`src/rtl/fifo_ctrl_pkg.sv`:
```
// ---------------------------------------------------------------------------
// fifo_ctrl_pkg
//   Shared constants and types for the multi-requester FIFO write controller.
//   - FIFO_DSIZE / FIFO_ASIZE / FIFO_NREQ / FIFO_AF_LEVEL : default geometry
//   - ptr_t      : read/write pointer type (one wrap bit above the address)
//   - idx_width  : width of a requester index (at least 1 bit)
// ---------------------------------------------------------------------------
package fifo_ctrl_pkg;

  localparam int FIFO_DSIZE    = 8;
  localparam int FIFO_ASIZE    = 4;
  localparam int FIFO_NREQ     = 4;
  localparam int FIFO_AF_LEVEL = 12;

  // The extra MSB tells a full FIFO apart from an empty one when the
  // address bits of the two pointers match.
  typedef logic [FIFO_ASIZE:0] ptr_t;

  // Index width for n requesters; a single requester still gets one bit
  // so that no zero-width vectors appear.
  function automatic int idx_width(input int n);
    return (n > 1) ? $clog2(n) : 1;
  endfunction

endpackage : fifo_ctrl_pkg

```
`src/rtl/fifo_wr_arb_rr_arbiter.sv`:
```
// ---------------------------------------------------------------------------
// rr_arbiter
//   Purely combinational round-robin search. Starting at index prio and
//   wrapping around, the first asserted req bit wins.
//   Ports:
//     req      in   NREQ  request vector
//     prio     in   IW    index where the search starts
//     gnt      out  NREQ  one-hot grant (all zero when no request)
//     gnt_idx  out  IW    index of the granted requester
//     gnt_vld  out  1     some request was found
// ---------------------------------------------------------------------------
module rr_arbiter
  import fifo_ctrl_pkg::*;
#(
  parameter int NREQ = FIFO_NREQ,
  parameter int IW   = idx_width(FIFO_NREQ)
) (
  input  logic [NREQ-1:0] req,
  input  logic [IW-1:0]   prio,
  output logic [NREQ-1:0] gnt,
  output logic [IW-1:0]   gnt_idx,
  output logic            gnt_vld
);

  logic [IW-1:0] scan_idx;

  always_comb begin
    gnt      = '0;
    gnt_idx  = '0;
    gnt_vld  = 1'b0;
    scan_idx = '0;
    for (int k = 0; k < NREQ; k++) begin
      // Visit prio, prio+1, ... modulo NREQ; the first hit is kept.
      scan_idx = IW'((int'(prio) + k) % NREQ);
      if (!gnt_vld && req[scan_idx]) begin
        gnt_vld       = 1'b1;
        gnt_idx       = scan_idx;
        gnt[scan_idx] = 1'b1;
      end
    end
  end

endmodule : rr_arbiter

```
`src/rtl/fifo_wr_arb.sv`:
```
// ---------------------------------------------------------------------------
// fifo_wr_arb
//   Write-side controller for a 2**ASIZE x DSIZE FIFO memory shared by NREQ
//   requesters. A round-robin arbiter picks one requester per cycle, the
//   winner's word is written at the write pointer, and the consumer pops
//   from the read pointer. The memory itself sits outside this block.
//
//   Ports:
//     wclk       in   1            clock, rising edge
//     wrst       in   1            synchronous active-high reset
//     req_valid  in   NREQ         per-requester write request
//     req_data   in   NREQ*DSIZE   requester i data at [i*DSIZE +: DSIZE]
//     req_ready  out  NREQ         one-hot accept strobe
//     rd_en      in   1            consumer pop request
//     wclken     out  1            memory write enable
//     waddr      out  ASIZE        memory write address
//     wdata      out  DSIZE        memory write data
//     raddr      out  ASIZE        memory read address (head entry)
//     wfull      out  1            FIFO full / memory write inhibit
//     rempty     out  1            FIFO empty
//     count      out  ASIZE+1      occupancy 0..2**ASIZE
//     almost_full  out 1           (FIFO_ALMOST_FLAGS_EN) count >= AF_LEVEL
//     almost_empty out 1           (FIFO_ALMOST_FLAGS_EN) count <= 1
//
//   Build option: define FIFO_ALMOST_FLAGS_EN to add almost_full and
//   almost_empty; without it those ports do not exist.
//
//   Handshake: a requester presents req_data with req_valid and holds both
//   until it sees req_ready. req_ready is combinational from req_valid, the
//   round-robin priority and wfull; the word is taken on the rising edge
//   where req_valid & req_ready are both 1. At most one ready bit is set.
// ---------------------------------------------------------------------------
module fifo_wr_arb
  import fifo_ctrl_pkg::*;
#(
  parameter int DSIZE    = FIFO_DSIZE,
  parameter int ASIZE    = FIFO_ASIZE,
  parameter int NREQ     = FIFO_NREQ,
  parameter int AF_LEVEL = FIFO_AF_LEVEL
) (
  input  logic                  wclk,
  input  logic                  wrst,
  input  logic [NREQ-1:0]       req_valid,
  input  logic [NREQ*DSIZE-1:0] req_data,
  output logic [NREQ-1:0]       req_ready,
  input  logic                  rd_en,
  output logic                  wclken,
  output logic [ASIZE-1:0]      waddr,
  output logic [DSIZE-1:0]      wdata,
  output logic [ASIZE-1:0]      raddr,
  output logic                  wfull,
  output logic                  rempty,
  output logic [ASIZE:0]        count
`ifdef FIFO_ALMOST_FLAGS_EN
  ,
  output logic                  almost_full,
  output logic                  almost_empty
`endif
);

  localparam int IW = idx_width(NREQ);

  logic [ASIZE:0]   wptr;
  logic [ASIZE:0]   rptr;
  logic [IW-1:0]    prio;

  logic [NREQ-1:0]  cand_gnt;
  logic [IW-1:0]    cand_idx;
  logic             cand_vld;

  logic             grant;
  logic             pop;

  // ---------------------------------------------------------------------
  // Round-robin candidate selection
  // ---------------------------------------------------------------------
  rr_arbiter #(
    .NREQ (NREQ),
    .IW   (IW)
  ) u_rr_arbiter (
    .req     (req_valid),
    .prio    (prio),
    .gnt     (cand_gnt),
    .gnt_idx (cand_idx),
    .gnt_vld (cand_vld)
  );

  // ---------------------------------------------------------------------
  // Status decode, straight from the registered pointers
  // ---------------------------------------------------------------------
  assign wfull  = (wptr[ASIZE] != rptr[ASIZE]) &&
                  (wptr[ASIZE-1:0] == rptr[ASIZE-1:0]);
  assign rempty = (wptr == rptr);
  assign count  = wptr - rptr;
  assign waddr  = wptr[ASIZE-1:0];
  assign raddr  = rptr[ASIZE-1:0];

  // A pop while full frees a slot only after the edge, so a full FIFO
  // refuses writes this cycle regardless of rd_en. Reset also blocks
  // writes so the memory is never touched while wrst is high.
  assign grant     = cand_vld && !wfull && !wrst;
  assign pop       = rd_en && !rempty && !wrst;
  assign wclken    = grant;
  assign req_ready = grant ? cand_gnt : '0;

  // Winner's data; only meaningful while wclken is high.
  always_comb begin
    wdata = '0;
    for (int i = 0; i < NREQ; i++) begin
      if (cand_idx == IW'(i)) begin
        wdata = req_data[i*DSIZE +: DSIZE];
      end
    end
  end

  // ---------------------------------------------------------------------
  // Pointer and priority registers
  // ---------------------------------------------------------------------
  always_ff @(posedge wclk) begin
    if (wrst) begin
      wptr <= '0;
      rptr <= '0;
      prio <= '0;
    end else begin
      if (grant) begin
        wptr <= wptr + (ASIZE+1)'(1);
        // The requester after the winner gets first look next time.
        if (cand_idx == IW'(NREQ-1)) begin
          prio <= '0;
        end else begin
          prio <= cand_idx + IW'(1);
        end
      end
      if (pop) begin
        rptr <= rptr + (ASIZE+1)'(1);
      end
    end
  end

`ifdef FIFO_ALMOST_FLAGS_EN
  // ---------------------------------------------------------------------
  // Almost flags, held low through reset
  // ---------------------------------------------------------------------
  assign almost_full  = !wrst && (count >= (ASIZE+1)'(AF_LEVEL));
  assign almost_empty = !wrst && (count <= (ASIZE+1)'(1));
`endif

endmodule : fifo_wr_arb

```
`config.mk`:
```
export PLATFORM = sky130hd
export DESIGN_NAME = fifo_wr_arb
export DESIGN_NICKNAME = d
export VERILOG_FILES = /design/src/rtl/fifo_ctrl_pkg.sv /design/src/rtl/fifo_wr_arb_rr_arbiter.sv /design/src/rtl/fifo_wr_arb.sv
export SDC_FILE = /design/constraint.sdc
export NUM_CORES = 1
export LEC_CHECK = 0
export ABC_AREA = 1
export ABC_CLOCK_PERIOD_IN_PS = 7950
export CORE_MARGIN = 4
export CORE_UTILIZATION = 45
export CTS_BUF_LIST = sky130_fd_sc_hd__clkbuf_8 sky130_fd_sc_hd__clkbuf_16
export DETAILED_ROUTE_END_ITERATION = 7
export DONT_BUFFER_PORTS = 1
export PLACE_DENSITY = 0.7
export REMOVE_ABC_BUFFERS = 1
export SYNTH_ARGS = -nofsm -noshare
export SYNTH_HDL_FRONTEND = slang
export SYNTH_SLANG_ARGS = --single-unit
```
`constraint.sdc`:
```
create_clock -name wclk -period 7.95 [get_ports wclk]
set_input_delay 0.3975 -clock wclk [delete_from_list [all_inputs] [get_ports wclk]]
set_output_delay 0.3975 -clock wclk [all_outputs]
set_load 0.05 [all_outputs]
```
==> results.md <==
- Setup crit end kind: output port
- Hold buffer count at cts: 0
- Fillers: 375
- Worst Tran Pin Value: 1.09 ns
- Cells along the critical path: inv_6 -> ha_1 -> inv_1 -> nand3_1 -> nand2_1 -> inv_1 -> nand3_1 -> nand2_1 -> nand2_1 -> inv_1 -> ha_1 -> nor2_1 -> nand2_1 -> a21o_1 -> a21oi_1
- Worst Clk Skew: 0.00198 ns
- Clk slew on worst S/H paths: 0.05 ns
- CTS max path bufs: 2
- Beginning of the critical path: prio[0]
- Initial Util: 0.482
- Drt wl/cell: 13.5 um
- DP Area: 1630 um^2
- Slew HR: 0.270
- DR DRC count: 0
- Final worst path period share: 0.554
- Largest area contributor in the netlist: dfxtp_1
- WHS Path Cells: 1
- HP Class: input pin to register
- Top cell by count, worst path: nand2_1
- Yosys Warn Count: 0
- Reg-to-reg endpoint: prio[0]
- Number of post-CTS setup repair buffers: 0
- H-tree lvl count: 1
- Finished Layout Cells: 284
- Worst r2r src: prio[0]
- Outcome: complete, no violations
- RSZ-0062 raised after global routing: false
- Hold Violations, Final: 0
- Initial DRT Pass Iterations: 4
- Worst-skew pair later-pin latency: 0.24 ns
- Flops & latches, synth: 12
- Die Y-Extent: 69.0 um
- Critical path's largest stage delay: 0.79 ns
- R2R setup slack: 5.26 ns
- CTS root buffer: clkbuf_8
- R2R depth: 14
- Register area: 240 um^2
- Final setup violating endpoints: 0
- HPWL Detailed: 3.16 mm
- Placed Instances: 281
- Antenna violations before repair: 0
- CP max stage cell: a21oi_1
- Setup WS post-layout: 3.55 ns
- Clock sinks: 12
- Syn avg cell area: 6.69 um^2
- Multi-input combinational cell area: 1220 um^2
- CTS tree: done
- Number of port buffers: 0
- First-pass GRT wire length: 5.84 mm
- Synth top area cells: dfxtp_1, ha_1, nand2_1, nand3_1, a21oi_1
- Wirelength, routed: 3.84 mm
- Dpl ws: 3.75 ns
- Slew Limit Fails: 0
- Diodes inserted: 0
- Drt initial violations: 55
- Cell Area, Synth: 1670 um^2
- Site Rows: 21
- Routed via count: 1534
- RD Place Congestion: 0.876
- Die Wd: 69.0 um
- Post-synthesis cell count: 250
- GR Util All Layers: 0.157
- Crit path max fanout: 13
- Seq/Total Area, Yosys: 0.144
- Number of max-cap violations: 0
- Number of global-route vias before repair: 1350
- Unique cell type count in the Yosys netlist: 34
- Fin Setup TNS: 0 ns
- Vias per cell: 5.40
- CP startpoint kind: register
- ANT nets after route: 0
- Layout cell share with drive strength beyond 1: 0.139
- Hold_sp: wrst
- Post-route design area: 1670 um^2
- Fin nets: 298
- Post-CTS Resized: 0
- Total congestion overflow: 0
- CP arrival: 4.01 ns
- Die area: 4760 um^2
- Commonest non-fill, non-tap cells in the layout: nand2_1, nand3_1, inv_1, a21oi_1, ha_1
- Final Critical Period: 4.40 ns
- Crit Path Category: register to output port
- Largest net degree at the start of global routing: 17
- F_max: 227 MHz
- Hold path endpoint: wptr[3]
- I/O Pins: 67
- Commonest non-fill, non-tap cell in the layout: nand2_1
- Crit path required time: 7.55 ns
- Total CTS buffers: 3
- Layout area overhead: -0.150%
- Core footprint: 3470 um^2
- Top cell type's share of synthesized area: 0.144
worst max-delay path, delay by kind of cell, from the launching register on:
family / cells / cell delay [ns]
flip-flops: 1 / 0.65
AND/OR/NAND/NOR: 7 / 1.02
adder cells (fa/ha/maj): 2 / 0.67
AO/OA/AOI/OAI: 2 / 0.97
buffers and inverters: 4 / 0.45
cell type report:
class,instances,share of cell area
multi-input combinational,195,0.730
clock buffer,3,0.0247
sequential,12,0.144
tap,46,0.0345
inverter,28,0.0674
synthesized netlist by cell type, drive strengths merged:
cell / number
o21ai: 6
inv: 28
nor2: 19
dfxtp: 12
nand3: 29
nor3: 2
a21o: 8
xor2: 3
ha: 18
nand4: 6
nand2: 67
xnor2: 5
clkbuf: 4
buf: 11
a211oi: 1
a21oi: 25
fa: 1
o211ai: 1
a21boi: 4
per-layer routing:
| layer | vias up | routed length, um | track usage |
|---|---|---|---|
| met5 | - | 0 | 0 |
| met2 | 54 | 1800 | 0.275 |
| li1 | 793 | - | - |
| met1 | 682 | 1720 | 0.196 |
| met3 | 5 | 297 | 0.0340 |
| met4 | 0 | 26 | 0.0365 |
registers in the layout, indices dropped and copies added, names as in the netlist:
signal / flops
rptr: 5
wptr: 5
prio: 2
per-stage QoR:
step                      hold WS, ns  utilization
after floorplan                 0.460            -
after global placement          0.462        0.470
after detailed placement        0.462        0.470
after CTS                       0.204        0.482
after global routing            0.203        0.482
final                           0.213        0.482
how the worst max path moves through the flow:
stage                    end  slack [ns]  cells after the start
floorplan           wdata[0]        4.24                     15
detailed placement  wdata[6]        3.75                     15
CTS                 wdata[6]        3.49                     15
finish              wdata[6]        3.55                     15
global placement    wdata[6]        3.84                     16
global route        wdata[0]        3.06                     16
cell families (layout without fill, tap and decap cells):
family,Yosys count,count (layout),synth area share
and+or+nand+nor,123,123,0.373
AOI/OAI and AO/OA,45,45,0.162
buffers and inverters,43,31,0.128
adders and majority gates,19,19,0.147
DFF,12,12,0.144
xor gates and xnor gates,8,8,0.0464
Power is not shown: default switching activity piles up to over one toggle a cycle in this logic, so the estimate is an artifact.
